<file path="config.mk">
export PLATFORM = sky130hd
export DESIGN_NAME = insr_decoder_pipe
export DESIGN_NICKNAME = d
export VERILOG_FILES = /design/src/rtl/insr_decoder_pipe.sv
export SDC_FILE = /design/constraint.sdc
export NUM_CORES = 1
export LEC_CHECK = 0
export ABC_AREA = 1
export CORE_MARGIN = 5
export CORE_UTILIZATION = 58
export CTS_BUF_LIST = sky130_fd_sc_hd__clkbuf_4 sky130_fd_sc_hd__clkbuf_8
export DETAILED_ROUTE_END_ITERATION = 12
export GPL_TIMING_DRIVEN = 0
export PLACE_DENSITY = 0.88
export SYNTH_ARGS = -nofsm -noshare
export SYNTH_HDL_FRONTEND = slang
export SYNTH_SLANG_ARGS = --single-unit
export TNS_END_PERCENT = 10
</file>
<file path="constraint.sdc">
create_clock -name clk -period 9.9 [get_ports clk]
set_clock_uncertainty 0.15 [all_clocks]
set_input_delay 1.98 -clock clk [delete_from_list [all_inputs] [get_ports clk]]
set_output_delay 1.98 -clock clk [all_outputs]
set_load 0.05 [all_outputs]
</file>
<file path="src/rtl/insr_decoder_pipe.sv">
// rtl/insr_decoder_pipe.sv - registered RV32I decoder with skid buffer; RV32M decode when RV_M_EXT_EN is defined
module insr_decoder_pipe #(
   parameter int XLEN    = 32,
   parameter int RADDR_W = 5
) (
   input  logic               clk,
   input  logic               rst,
   input  logic               in_valid,
   output logic               in_ready,
   input  logic [31:0]        in_instr,
   input  logic [XLEN-1:0]    in_pc,
   input  logic               flush,
   output logic               out_valid,
   input  logic               out_ready,
   output logic [XLEN-1:0]    out_pc,
   output logic [6:0]         opcode,
   output logic [RADDR_W-1:0] rd,
   output logic [RADDR_W-1:0] rs1,
   output logic [RADDR_W-1:0] rs2,
   output logic [2:0]         funct3,
   output logic [3:0]         alu_action,
   output logic [XLEN-1:0]    imm,
   output logic               rd_we,
   output logic               m_op,
   output logic               illegal
);

   localparam logic [6:0] OP_R      = 7'b0110011;
   localparam logic [6:0] OP_IMM    = 7'b0010011;
   localparam logic [6:0] OP_LOAD   = 7'b0000011;
   localparam logic [6:0] OP_STORE  = 7'b0100011;
   localparam logic [6:0] OP_BRANCH = 7'b1100011;
   localparam logic [6:0] OP_LUI    = 7'b0110111;
   localparam logic [6:0] OP_AUIPC  = 7'b0010111;
   localparam logic [6:0] OP_JAL    = 7'b1101111;
   localparam logic [6:0] OP_JALR   = 7'b1100111;

   typedef struct packed {
      logic [XLEN-1:0]    pc;
      logic [6:0]         opcode;
      logic [RADDR_W-1:0] rd;
      logic [RADDR_W-1:0] rs1;
      logic [RADDR_W-1:0] rs2;
      logic [2:0]         funct3;
      logic [3:0]         alu_action;
      logic [XLEN-1:0]    imm;
      logic               rd_we;
      logic               m_op;
      logic               illegal;
   } bundle_t;

   bundle_t         dec;
   bundle_t         out_q;
   bundle_t         skid_q;
   logic            out_valid_q;
   logic            skid_valid;
   logic            accept;
   logic            load_out;
   logic            has_rd;
   logic            ill;
   logic            is_m;
   logic [2:0]      f3;
   logic [6:0]      f7;
   logic [XLEN-1:0] imm_i;
   logic [XLEN-1:0] imm_s;
   logic [XLEN-1:0] imm_b;
   logic [XLEN-1:0] imm_j;
   logic [XLEN-1:0] imm_u;

   assign f3    = in_instr[14:12];
   assign f7    = in_instr[31:25];
   assign imm_i = XLEN'($signed(in_instr[31:20]));
   assign imm_s = XLEN'($signed({in_instr[31:25], in_instr[11:7]}));
   assign imm_b = XLEN'($signed({in_instr[31], in_instr[7], in_instr[30:25], in_instr[11:8], 1'b0}));
   assign imm_j = XLEN'($signed({in_instr[31], in_instr[19:12], in_instr[20], in_instr[30:21], 1'b0}));
   assign imm_u = XLEN'($signed({in_instr[31:12], 12'b0}));

   // Decode the incoming word; fields a format lacks stay zero
   always_comb begin
      dec        = '0;
      has_rd     = 1'b0;
      ill        = 1'b0;
      is_m       = 1'b0;
      dec.pc     = in_pc;
      dec.opcode = in_instr[6:0];
      case (in_instr[6:0])
         OP_R: begin
            has_rd         = 1'b1;
            dec.rs1        = RADDR_W'(in_instr[19:15]);
            dec.rs2        = RADDR_W'(in_instr[24:20]);
            dec.funct3     = f3;
            dec.alu_action = {in_instr[30], f3};
            if (f7 == 7'b0000001) begin
`ifdef RV_M_EXT_EN
               is_m           = 1'b1;
               dec.alu_action = {1'b0, f3};
`else
               ill            = 1'b1;
`endif
            end else if (f7 == 7'b0100000) begin
               ill = !(f3 == 3'b000 || f3 == 3'b101);
            end else if (f7 != 7'b0000000) begin
               ill = 1'b1;
            end
         end
         OP_IMM: begin
            has_rd     = 1'b1;
            dec.rs1    = RADDR_W'(in_instr[19:15]);
            dec.funct3 = f3;
            dec.imm    = imm_i;
            if (f3 == 3'b001) begin
               dec.alu_action = {in_instr[30], f3};
               ill            = (f7 != 7'b0000000);
            end else if (f3 == 3'b101) begin
               dec.alu_action = {in_instr[30], f3};
               ill            = !(f7 == 7'b0000000 || f7 == 7'b0100000);
            end else begin
               dec.alu_action = {1'b0, f3};
            end
         end
         OP_LOAD: begin
            has_rd     = 1'b1;
            dec.rs1    = RADDR_W'(in_instr[19:15]);
            dec.funct3 = f3;
            dec.imm    = imm_i;
            ill        = (f3 == 3'b011 || f3 == 3'b110 || f3 == 3'b111);
         end
         OP_STORE: begin
            dec.rs1    = RADDR_W'(in_instr[19:15]);
            dec.rs2    = RADDR_W'(in_instr[24:20]);
            dec.funct3 = f3;
            dec.imm    = imm_s;
            ill        = (f3 > 3'b010);
         end
         OP_BRANCH: begin
            dec.rs1    = RADDR_W'(in_instr[19:15]);
            dec.rs2    = RADDR_W'(in_instr[24:20]);
            dec.funct3 = f3;
            dec.imm    = imm_b;
            ill        = (f3 == 3'b010 || f3 == 3'b011);
         end
         OP_LUI, OP_AUIPC: begin
            has_rd  = 1'b1;
            dec.imm = imm_u;
         end
         OP_JAL: begin
            has_rd  = 1'b1;
            dec.imm = imm_j;
         end
         OP_JALR: begin
            has_rd     = 1'b1;
            dec.rs1    = RADDR_W'(in_instr[19:15]);
            dec.funct3 = f3;
            dec.imm    = imm_i;
            ill        = (f3 != 3'b000);
         end
         default: ill = 1'b1;
      endcase
      if (has_rd) dec.rd = RADDR_W'(in_instr[11:7]);
      dec.illegal = ill;
      dec.m_op    = is_m & !ill;
      dec.rd_we   = has_rd & (in_instr[11:7] != 5'd0) & !ill;
   end

   assign in_ready = !skid_valid;
   assign accept   = in_valid & in_ready;
   assign load_out = !out_valid_q | out_ready;

   // Output register plus one-entry skid; flush beats both drain and accept
   always_ff @(posedge clk or posedge rst) begin
      if (rst) begin
         out_valid_q <= 1'b0;
         skid_valid  <= 1'b0;
         out_q       <= '0;
         skid_q      <= '0;
      end else if (flush) begin
         out_valid_q <= 1'b0;
         skid_valid  <= 1'b0;
      end else if (load_out) begin
         if (skid_valid) begin
            out_q       <= skid_q;
            out_valid_q <= 1'b1;
            skid_valid  <= 1'b0;
         end else if (accept) begin
            out_q       <= dec;
            out_valid_q <= 1'b1;
         end else begin
            out_valid_q <= 1'b0;
         end
      end else if (accept) begin
         skid_q     <= dec;
         skid_valid <= 1'b1;
      end
   end

   assign out_valid  = out_valid_q;
   assign out_pc     = out_q.pc;
   assign opcode     = out_q.opcode;
   assign rd         = out_q.rd;
   assign rs1        = out_q.rs1;
   assign rs2        = out_q.rs2;
   assign funct3     = out_q.funct3;
   assign alu_action = out_q.alu_action;
   assign imm        = out_q.imm;
   assign rd_we      = out_q.rd_we;
   assign m_op       = out_q.m_op;
   assign illegal    = out_q.illegal;

endmodule

</file>
==> results.md, run 1 <==
* Status: finished, final reports clean
* Gr ovfl total at 0
* DRT iter0 DRCs at 872
* First-pass GRT wire length at 41200 um
* Delay-heaviest family, CP: buffers and inverters
* Area share of the largest cell type after synthesis at 0.550
* Hold-fix buffer count after cts at 0
* IO buf count at 165
* Die Wd at 133 um
* RePlAce Congestion at 0.963
* FF+latch count, synth at 192
* CP Max Fanout at 10
* Layout cells sized above 1 at 0.0529
* Multi-input combinational cell area at 3300 um2
* Fillcell total at 1038
* Drt drc at 0
* Slew Limit Fails at 0
* CP Capture Type: primary output
* Clock-pin slew on the worst setup and hold paths at 0.10 ns
* Postcts setup bufs at 0
* Crit path required time at 7.77 ns
* Slowest stage delay, CP at 0.86 ns
* Total power at 2.00 mW
* Nets@finish at 1341
* Initial Util at 0.596
* Net count after synthesis at 1156
* Area added between synthesis and finish at 26.7%
* Die Area at 17600 um2
* Via-per-instance ratio at 5.70
* Hpwl dp at 18600 um
* Gr usage total at 0.291
* Post-synthesis sequential area ratio at 0.550
* Crit path cell chain: inv_1 -> buf_2 -> buf_2 -> clkdlybuf4s50_1
* DR pass1 iterations at 8
* Worst Tran Pin Value at 0.671 ns
* Slew HR at 0.552
* Xor and xnor area share after synthesis at 0
* CORE AREA at 14600 um2
* CP Class: flop to primary output
* Initial antenna violation count at 0
* Compound-gate portion of the synthesized area at 0.173
* CP startpoint: skid_valid$_DFFE_PP0P_
* Synth warnings at 0
* Register area at 4800 um2
* Count leader, synth: nand2_1
* Row Count at 44
* Synth async-reset ratio at 1.00
* Synth top cells by count: 334 x nand2_1, 226 x o21ai_0, 192 x dfrtp_1, 91 x inv_1, 72 x nor2_1
* Syn Inst Count at 1087
* Type of origin of the critical path: flop
* Final instance area at 11100 um2
* Leakage power at 5.46 nW
* Total clock sinks at 192
* Pwr per Cell Area at 180 nW/um2
* Post-CTS sizing at 0
* Worst reg2reg startpoint: skid_valid$_DFFE_PP0P_
* Synth area leaders: dfrtp_1 55%, nand2_1 14%, o21ai_0 13%
* Clk root buf: clkbuf_8
* Critical path arrival at 2.36 ns
* Largest net degree at the start of global routing at 102
* Placed inst area at 10700 um2
* DR WL/cell at 17.3 um
* Vert. Die Dim at 133 um
* VDD IR max at 0.118 mV
* Number of diodes at 0
* Most frequent CP cell: buf_2
* Minimum clock period at 4.49 ns
* Cell Area, Synth at 8730 um2
* Average footprint of a synthesized cell at 8.04 um2
* Critical hold path startpoint: skid_q[54]$_DFFE_PP0P_
* Endpoints failing hold at 0
* CTS max path bufs at 2
* Max H-tree Level at 4
* Post-Route Setup TNS at 0 ns
* RSZ-0062 raised after global routing: false
* # Max-Cap Violations at 0
* Area leader, netlist: dfrtp_1
* DR vias at 8366
* Post-route ant nets at 0
* CTS tree: yes
* Final setup violation count at 0
* Critical-path top delay cell: clkdlybuf4s50_1
* Adder-cell share of the synthesized area at 0
* Period utilization at 0.453
* Simple-Gate Fraction of Synth Area at 0.205
* Mux share of post-synthesis cell area at 0
* Clock latency on the worst-skew pair at 0.47 ns
* Ys flop type: dfrtp_1
* Post-synth cell types at 33
* Io pins at 167
* Main combinational cell family by area after synthesis: simple AND/OR/NAND/NOR gates
* Aggregate routed wire length at 25500 um
* Hold Crit Class: flop to flop
* Max Fclk at 223 MHz
* Num CTS Buffers at 17
* Post-synth EDFFs at 0
* Number of global-route vias before repair at 8244
* Buf/Inv on CP at 4
-- placed cells by master (no fill, tap or decap), types with 3 or more instances in the layout --
| cell type | netlist | layout |
|---|---|---|
| nor2_4 | 3 | 3 |
| nor2_1 | 72 | 72 |
| clkbuf_8 | 0 | 20 |
| clkdlybuf4s50_1 | 0 | 165 |
| o21a_1 | 4 | 4 |
| o211ai_1 | 5 | 5 |
| clkinv_4 | 0 | 3 |
| nand2_1 | 334 | 334 |
| buf_2 | 11 | 11 |
| dfrtp_1 | 192 | 192 |
| buf_1 | 4 | 4 |
| a21oi_1 | 40 | 40 |
| inv_2 | 4 | 4 |
| clkbuf_1 | 45 | 45 |
| o21ai_0 | 226 | 226 |
| inv_1 | 91 | 90 |
| nand2_2 | 3 | 3 |
| a2bb2oi_1 | 6 | 6 |
| nand3_1 | 22 | 22 |
| o21ai_1 | 5 | 5 |
-- cell type report --
class                      count  share of cell area
clock inverter                10              0.0114
clock buffer                  22              0.0262
buffer                        63              0.0243
multi-input combinational    737               0.299
sequential                   192               0.434
inverter                      95              0.0329
tap                          184              0.0208
timing repair buffer         166               0.152
-- state kept, by name (all words and copies together) (netlist names), 4 cells and up --
signal,cells
skid_q,95
imm,32
out_pc,32
opcode,7
rd,5
rs1,5
rs2,5
alu_action,4
-- power by group --
| group | total (mW) | switching, mW | leakage, nW | internal (mW) |
|---|---|---|---|---|
| clock network | 0.536 | 0.282 | 0.208 | 0.254 |
| registers | 0.958 | 0.0588 | 2.51 | 0.899 |
| logic | 0.501 | 0.333 | 2.75 | 0.168 |
-- worst min-delay path: stages, from the launching register on --
cell and delay (ns):
dfrtp_1 0.35, nand2_1 0.05, nand2_1 0.06
-- path summary, 6_finish.rpt --
path | to | slack, ns | depth (start not counted)
max reg2reg | rs1[0]$_DFFE_PP0P_ | 7.61 | 7
min reg2reg | skid_q[54]$_DFFE_PP0P_ | 0.34 | 2
max in group asynchronous | skid_q[59]$_DFFE_PP0P_ | 6.86 | 3
min in group asynchronous | imm[13]$_DFFE_PP0P_ | 1.84 | 2
min | skid_q[54]$_DFFE_PP0P_ | 0.34 | 2
max | in_ready | 5.41 | 4
-- routing by layer --
metal | vias up | global-route usage | part of all wire
met2 | 452 | 0.455 | 0.47
met4 | 0 | 0.120 | 0.031
met3 | 67 | 0.0653 | 0.095
met5 | - | 0 | 0
li1 | 3849 | - | -
met1 | 3998 | 0.396 | 0.40
-- cells by family after synthesis --
| kind of cell | count (synthesis) |
|---|---|
| and+or+nand+nor | 446 |
| AOI/OAI and AO/OA | 290 |
| DFF | 192 |
| buffers and inverters | 158 |
| other | 1 |
-- stage by stage --
stage	cells	setup WS [ns]	hold WS [ns]	util
2_1_floorplan	1087	2.54	0.294	-
6_report	1469	5.41	0.339	0.756
4_1_cts	1469	5.41	0.338	0.756
3_5_place_dp	1437	5.63	0.313	0.727
3_3_place_gp	1436	0.147	0.306	0.725
5_1_grt	1469	5.35	0.359	0.756
Power figures use the tool's default switching activity.
==> inputs of run 2 (changes only) <==
--- a/config.mk
+++ b/config.mk
@@ -7,11 +7,11 @@
 export LEC_CHECK = 0
 export ABC_AREA = 1
 export CORE_MARGIN = 5
-export CORE_UTILIZATION = 58
+export CORE_UTILIZATION = 54
 export CTS_BUF_LIST = sky130_fd_sc_hd__clkbuf_4 sky130_fd_sc_hd__clkbuf_8
 export DETAILED_ROUTE_END_ITERATION = 12
 export GPL_TIMING_DRIVEN = 0
-export PLACE_DENSITY = 0.88
+export PLACE_DENSITY = 0.83
 export SYNTH_ARGS = -nofsm -noshare
 export SYNTH_HDL_FRONTEND = slang
 export SYNTH_SLANG_ARGS = --single-unit
==> constraint.sdc (replaced) <==
create_clock -name clk -period 4.61 [get_ports clk]
set_clock_uncertainty 0.15 [all_clocks]
set_input_delay 0.922 -clock clk [delete_from_list [all_inputs] [get_ports clk]]
set_output_delay 0.922 -clock clk [all_outputs]
set_load 0.05 [all_outputs]
==> results.md, run 2 (synthesis results as in run 1) <==
* R2R depth at 7
* Row Count at 46
* Worst reg2reg startpoint: skid_valid$_DFFE_PP0P_
* Slew HR at 0.554
* DR pass1 iterations at 5
* VDD IR max at 0.203 mV
* Layout cells sized above 1 at 0.0559
* CP Max Fanout at 10
* Clock latency on the worst-skew pair at 0.48 ns
* CP Class: flop to primary output
* Die Wd at 137 um
* CP Capture Type: primary output
* Hold-fix buffer count after cts at 0
* Largest net degree at the start of global routing at 44
* Hpwl dp at 19300 um
* Via-per-instance ratio at 5.47
* Clock-pin slew on the worst setup and hold paths at 0.10 ns
* Worst Tran Pin Value at 0.669 ns
* Vert. Die Dim at 137 um
* Max Fclk at 291 MHz
* Critical path arrival at 2.37 ns
* Final instance area at 11200 um2
* Period utilization at 0.746
* Aggregate routed wire length at 25600 um
* Most frequent CP cell: buf_2
* Number of diodes at 0
* Delay-heaviest family, CP: buffers and inverters
* Core Util, Final at 0.703
* Total clock sinks at 192
* Num CTS Buffers at 17
* Crit path required time at 3.54 ns
* Worst reg2reg path endpoint: out_pc[30]$_DFFE_PP0P_
* CORE AREA at 15900 um2
* CTS max path bufs at 2
* Type of origin of the critical path: flop
* RSZ-0062 raised after global routing: false
* Setup WS pre-CTS at 1.35 ns
* Worst hold stages at 2
* Postcts setup bufs at 0
* Most common cell after layout, fill and taps aside: nand2_1
* CTS tree: yes
* Nets@finish at 1345
* Final setup violation count at 0
* Placed inst area at 10800 um2
* # Max-Cap Violations at 0
* Critical-path top delay cell: clkdlybuf4s50_1
* Die Area at 18800 um2
* Initial Util at 0.550
* Max H-tree Level at 4
* Total power at 4.29 mW
* Crit path cell chain: inv_1 -> buf_2 -> buf_2 -> clkdlybuf4s50_1
* Slew Limit Fails at 0
* Minimum clock period at 3.44 ns
* Clk root buf: clkbuf_8
* Max reg flops at 95
* Slowest stage delay, CP at 0.86 ns
* R2r setup slk at 2.23 ns
* Most flops, register: skid_q
* Initial antenna violation count at 0
* Min-Delay Endpoint: skid_q[4]$_DFFE_PP0P_
* Hold WS at 0.334 ns
* Status: finished, final reports clean
* Critical hold path startpoint: skid_q[4]$_DFFE_PP0P_
* Gr ovfl total at 0
* Pwr per Cell Area at 384 nW/um2
* Endpoints failing hold at 0
* IO buf count at 165
* Setup WS post-layout at 1.17 ns
* Commonest non-fill, non-tap cells in the layout: 334 x nand2_1, 226 x o21ai_0, 192 x dfrtp_1, 165 x clkdlybuf4s50_1, 90 x inv_1
* RePlAce Congestion at 0.905
* Post-route ant nets at 0
* Number of global-route vias before repair at 7877
* Hold Crit Class: flop to flop
* First-pass GRT wire length at 40600 um
* Post-CTS sizing at 0
* Gr usage total at 0.278
* DR WL/cell at 17.0 um
* Drt drc at 0
* DRT iter0 DRCs at 724
* Area added between synthesis and finish at 27.8%
* DR vias at 8234
* Buf/Inv on CP at 4
* Io pins at 167
* Leakage power at 5.49 nW
-- run 2: changes by cell type in the layout (fill, tap and decap cells not counted) --
cell      before  now
clkbuf_8      20   17
clkinv_4       3    1
buf_12         0    5
inv_8          2    4
buf_16         1    0
clkbuf_4       2    0
clkinv_2       1    3
inv_6          1    4
-- run 2: layout make-up --
cell class / count / area, um2
plain buffers: 63 / 269
well taps: 216 / 270
repair buffers: 170 / 1750
clock inverters: 15 / 171
fillers: 1253 / 4720
flip-flops and latches: 192 / 4800
clock buffers: 17 / 234
multi-input cells: 737 / 3300
inverters: 95 / 360
-- run 2: worst reg2reg max path, stage by stage, from the launching register on --
cell and delay [ns]:
dfrtp_1 0.42, nor2_1 0.15, nor2_1 0.05, nand2_1 0.30, clkbuf_1 0.45, clkbuf_1 0.53
nand2_1 0.15, o21ai_0 0.11
-- run 2: how the worst max path moves through the flow --
| stage | start | endpoint | slack [ns] | cells past startpoint |
|---|---|---|---|---|
| finish | skid_valid$_DFFE_PP0P_ | in_ready | 1.17 | 4 |
| global route | skid_valid$_DFFE_PP0P_ | in_ready | 1.08 | 4 |
| CTS | skid_valid$_DFFE_PP0P_ | in_ready | 1.18 | 4 |
| detailed placement | in_valid | rs1[2]$_DFFE_PP0P_ | 1.35 | 8 |
| global placement | rst | rs1[1]$_DFFE_PP0P_ | -0.42 | 2 |
| floorplan | rst | alu_action[0]$_DFFE_PP0P_ | 1.06 | 1 |
-- run 2: power by group --
part	internal [mW]	switching [mW]	leakage, nW
registers	1.93	0.122	2.51
clock network	0.501	0.651	0.209
logic	0.368	0.716	2.78
-- run 2: stage by stage --
stage                     cells  TNS [ns]
after global routing       1505         0
after CTS                  1505         0
after global placement     1468    -78.41
after floorplan            1087         0
after detailed placement   1473         0
final                      1505         0
-- run 2: per-layer routing --
metal	share of wire	wire length [um]	global-route usage
met3	0.093	2380	0.0628
met5	0	0	0
met1	0.42	10700	0.390
met4	0.023	579	0.0948
met2	0.47	11900	0.431
==> inputs of run 3 (changes only) <==
==> constraint.sdc (replaced) <==
create_clock -name clk -period 3.23 [get_ports clk]
set_clock_uncertainty 0.15 [all_clocks]
set_input_delay 0.646 -clock clk [delete_from_list [all_inputs] [get_ports clk]]
set_output_delay 0.646 -clock clk [all_outputs]
set_load 0.05 [all_outputs]
==> results.md, run 3 (synthesis results as in run 1) <==
* Die Wd at 137 um
* Core Util, Final at 0.703
* # Max-Cap Violations at 0
* Combinational power share at 0.253
* Slew HR at 0.563
* Critical path arrival at 1.97 ns
* Initial Util at 0.550
* Seq pwr share at 0.479
* Drt drc at 0
* Largest net degree at the start of global routing at 44
* RePlAce Congestion at 0.905
* Switch share at 0.347
* Layout cells sized above 1 at 0.0559
* Clk root buf: clkbuf_8
* Final instance area at 11200 um2
* Pwr per Cell Area at 547 nW/um2
* IO buf count at 165
* Crit path cell chain: inv_1 -> buf_2 -> buf_2 -> dlymetal6s2s_1
* Nets@finish at 1345
* CP Max Fanout at 10
* Max reg flops at 95
* Endpoints failing hold at 0
* DR WL/cell at 17.1 um
* CP Capture Type: primary output
* Placed inst area at 10800 um2
* Max H-tree Level at 4
* CTS tree: yes
* Slowest stage delay, CP at 0.46 ns
* Vert. Die Dim at 137 um
* Worst reg2reg startpoint: skid_valid$_DFFE_PP0P_
* Worst reg2reg path endpoint: out_pc[30]$_DFFE_PP0P_
* Post-Route Setup TNS at 0 ns
* End point of the critical path: in_ready
* Post-route ant nets at 0
* Type of origin of the critical path: flop
* Total clock sinks at 192
* DRT iter0 DRCs at 789
* Clock network power share at 0.268
* DR vias at 8248
* First-pass GRT wire length at 40600 um
* Max Fclk at 362 MHz
* Most flops, register: skid_q
* Clock-pin slew on the worst setup and hold paths at 0.10 ns
* Crit path required time at 2.43 ns
* CP Class: flop to primary output
* Gr ovfl total at 0
* Int Power at 3.99 mW
* Io pins at 167
* Minimum clock period at 2.76 ns
* Hold Crit Class: flop to flop
* Initial antenna violation count at 0
* CORE AREA at 15900 um2
* Die Area at 18800 um2
* Row Count at 46
* Clock latency on the worst-skew pair at 0.48 ns
* CTS max path bufs at 2
* DR pass1 iterations at 7
* Status: finished, final reports clean
* Slew Limit Fails at 0
* Fillcell total at 1251
* Sw Pwr at 2.12 mW
* Final setup violation count at 0
* Number of global-route vias before repair at 7877
* Via-per-instance ratio at 5.48
* Num CTS Buffers at 17
* R2R depth at 7
* Number of diodes at 0
* Aggregate routed wire length at 25700 um
* Hpwl dp at 19300 um
* Most frequent CP cell: buf_2
* VDD IR max at 0.290 mV
* RSZ-0062 raised after global routing: false
* Most common cell after layout, fill and taps aside: nand2_1
* Critical-path top delay cell: dlymetal6s2s_1
* CP startpoint: skid_valid$_DFFE_PP0P_
* R2r setup slk at 0.86 ns
* Area added between synthesis and finish at 27.9%
* Leakage power at 5.49 nW
* Worst Tran Pin Value at 0.649 ns
* Hold-fix buffer count after cts at 0
* Period utilization at 0.855
* Commonest non-fill, non-tap cells in the layout: 334 x nand2_1, 226 x o21ai_0, 192 x dfrtp_1, 164 x clkdlybuf4s50_1, 90 x inv_1
* Postcts setup bufs at 0
* Gr usage total at 0.278
-- run 3: cell types whose count changed in the layout (fill, tap and decap cells not counted) --
| cell | delta |
|---|---|
| dlymetal6s2s_1 | +1 |
| clkdlybuf4s50_1 | -1 |
-- run 3: per-layer routing --
layer,wire (um),up-vias,global-route usage,share of wire
li1,-,3852,-,-
met1,10800,3963,0.390,0.42
met2,11900,375,0.431,0.46
met3,2340,58,0.0628,0.091
met4,624,0,0.0948,0.024
met5,0,-,0,0
-- run 3: how the worst min path moves through the flow --
stage | startpoint | end | slack (ns) | depth (start not counted)
after global routing | skid_q[21]$_DFFE_PP0P_ | skid_q[21]$_DFFE_PP0P_ | 0.36 | 2
after detailed placement | skid_q[4]$_DFFE_PP0P_ | skid_q[4]$_DFFE_PP0P_ | 0.31 | 2
after global placement | skid_q[4]$_DFFE_PP0P_ | skid_q[4]$_DFFE_PP0P_ | 0.31 | 2
after CTS | skid_q[4]$_DFFE_PP0P_ | skid_q[4]$_DFFE_PP0P_ | 0.34 | 2
after floorplan | skid_q[4]$_DFFE_PP0P_ | skid_q[4]$_DFFE_PP0P_ | 0.29 | 2
final | skid_q[4]$_DFFE_PP0P_ | skid_q[4]$_DFFE_PP0P_ | 0.33 | 2
-- run 3: timing repair --
| item | CTS | global route |
|---|---|---|
| endpoints found under the hold margin | 0 | 0 |
| endpoints found under the setup margin | 0 | 1 |
| gates resized for setup | 0 | 1 |
-- run 3: worst max-delay path: cells and delay by family (launching register included) --
kind | cells | cell delay [ns]
buf+inv | 4 | 1.05
flops | 1 | 0.42
-- run 3: cell type report --
class	count	area [um2]	share of cell area
sequential	192	4800	0.430
multi-input combinational	737	3300	0.296
timing repair buffer	170	1750	0.157
inverter	95	360	0.0323
tap	216	270	0.0242
buffer	63	269	0.0241
clock buffer	17	234	0.0210
clock inverter	15	171	0.0153
-- run 3: power groups by stage --
stage               Combinational (mW)  Sequential (mW)  Clock [mW]
floorplan                        0.461             3.45           0
global placement                  1.50             2.96           0
detailed placement                1.55             2.97           0
CTS                               1.55             2.92        1.64
global route                      1.66             2.97        1.74
finish                            1.55             2.93        1.64
-- run 3: metrics by stage --
step	setup WS [ns]	instances	hold WS [ns]	total power, mW
final	0.469	1505	0.334	6.11
after global routing	0.368	1505	0.357	6.38
after CTS	0.0724	1505	0.336	6.12
after detailed placement	0.249	1473	0.313	4.52
after global placement	-1.52	1468	0.306	4.46
after floorplan	-0.0424	1087	0.294	3.91
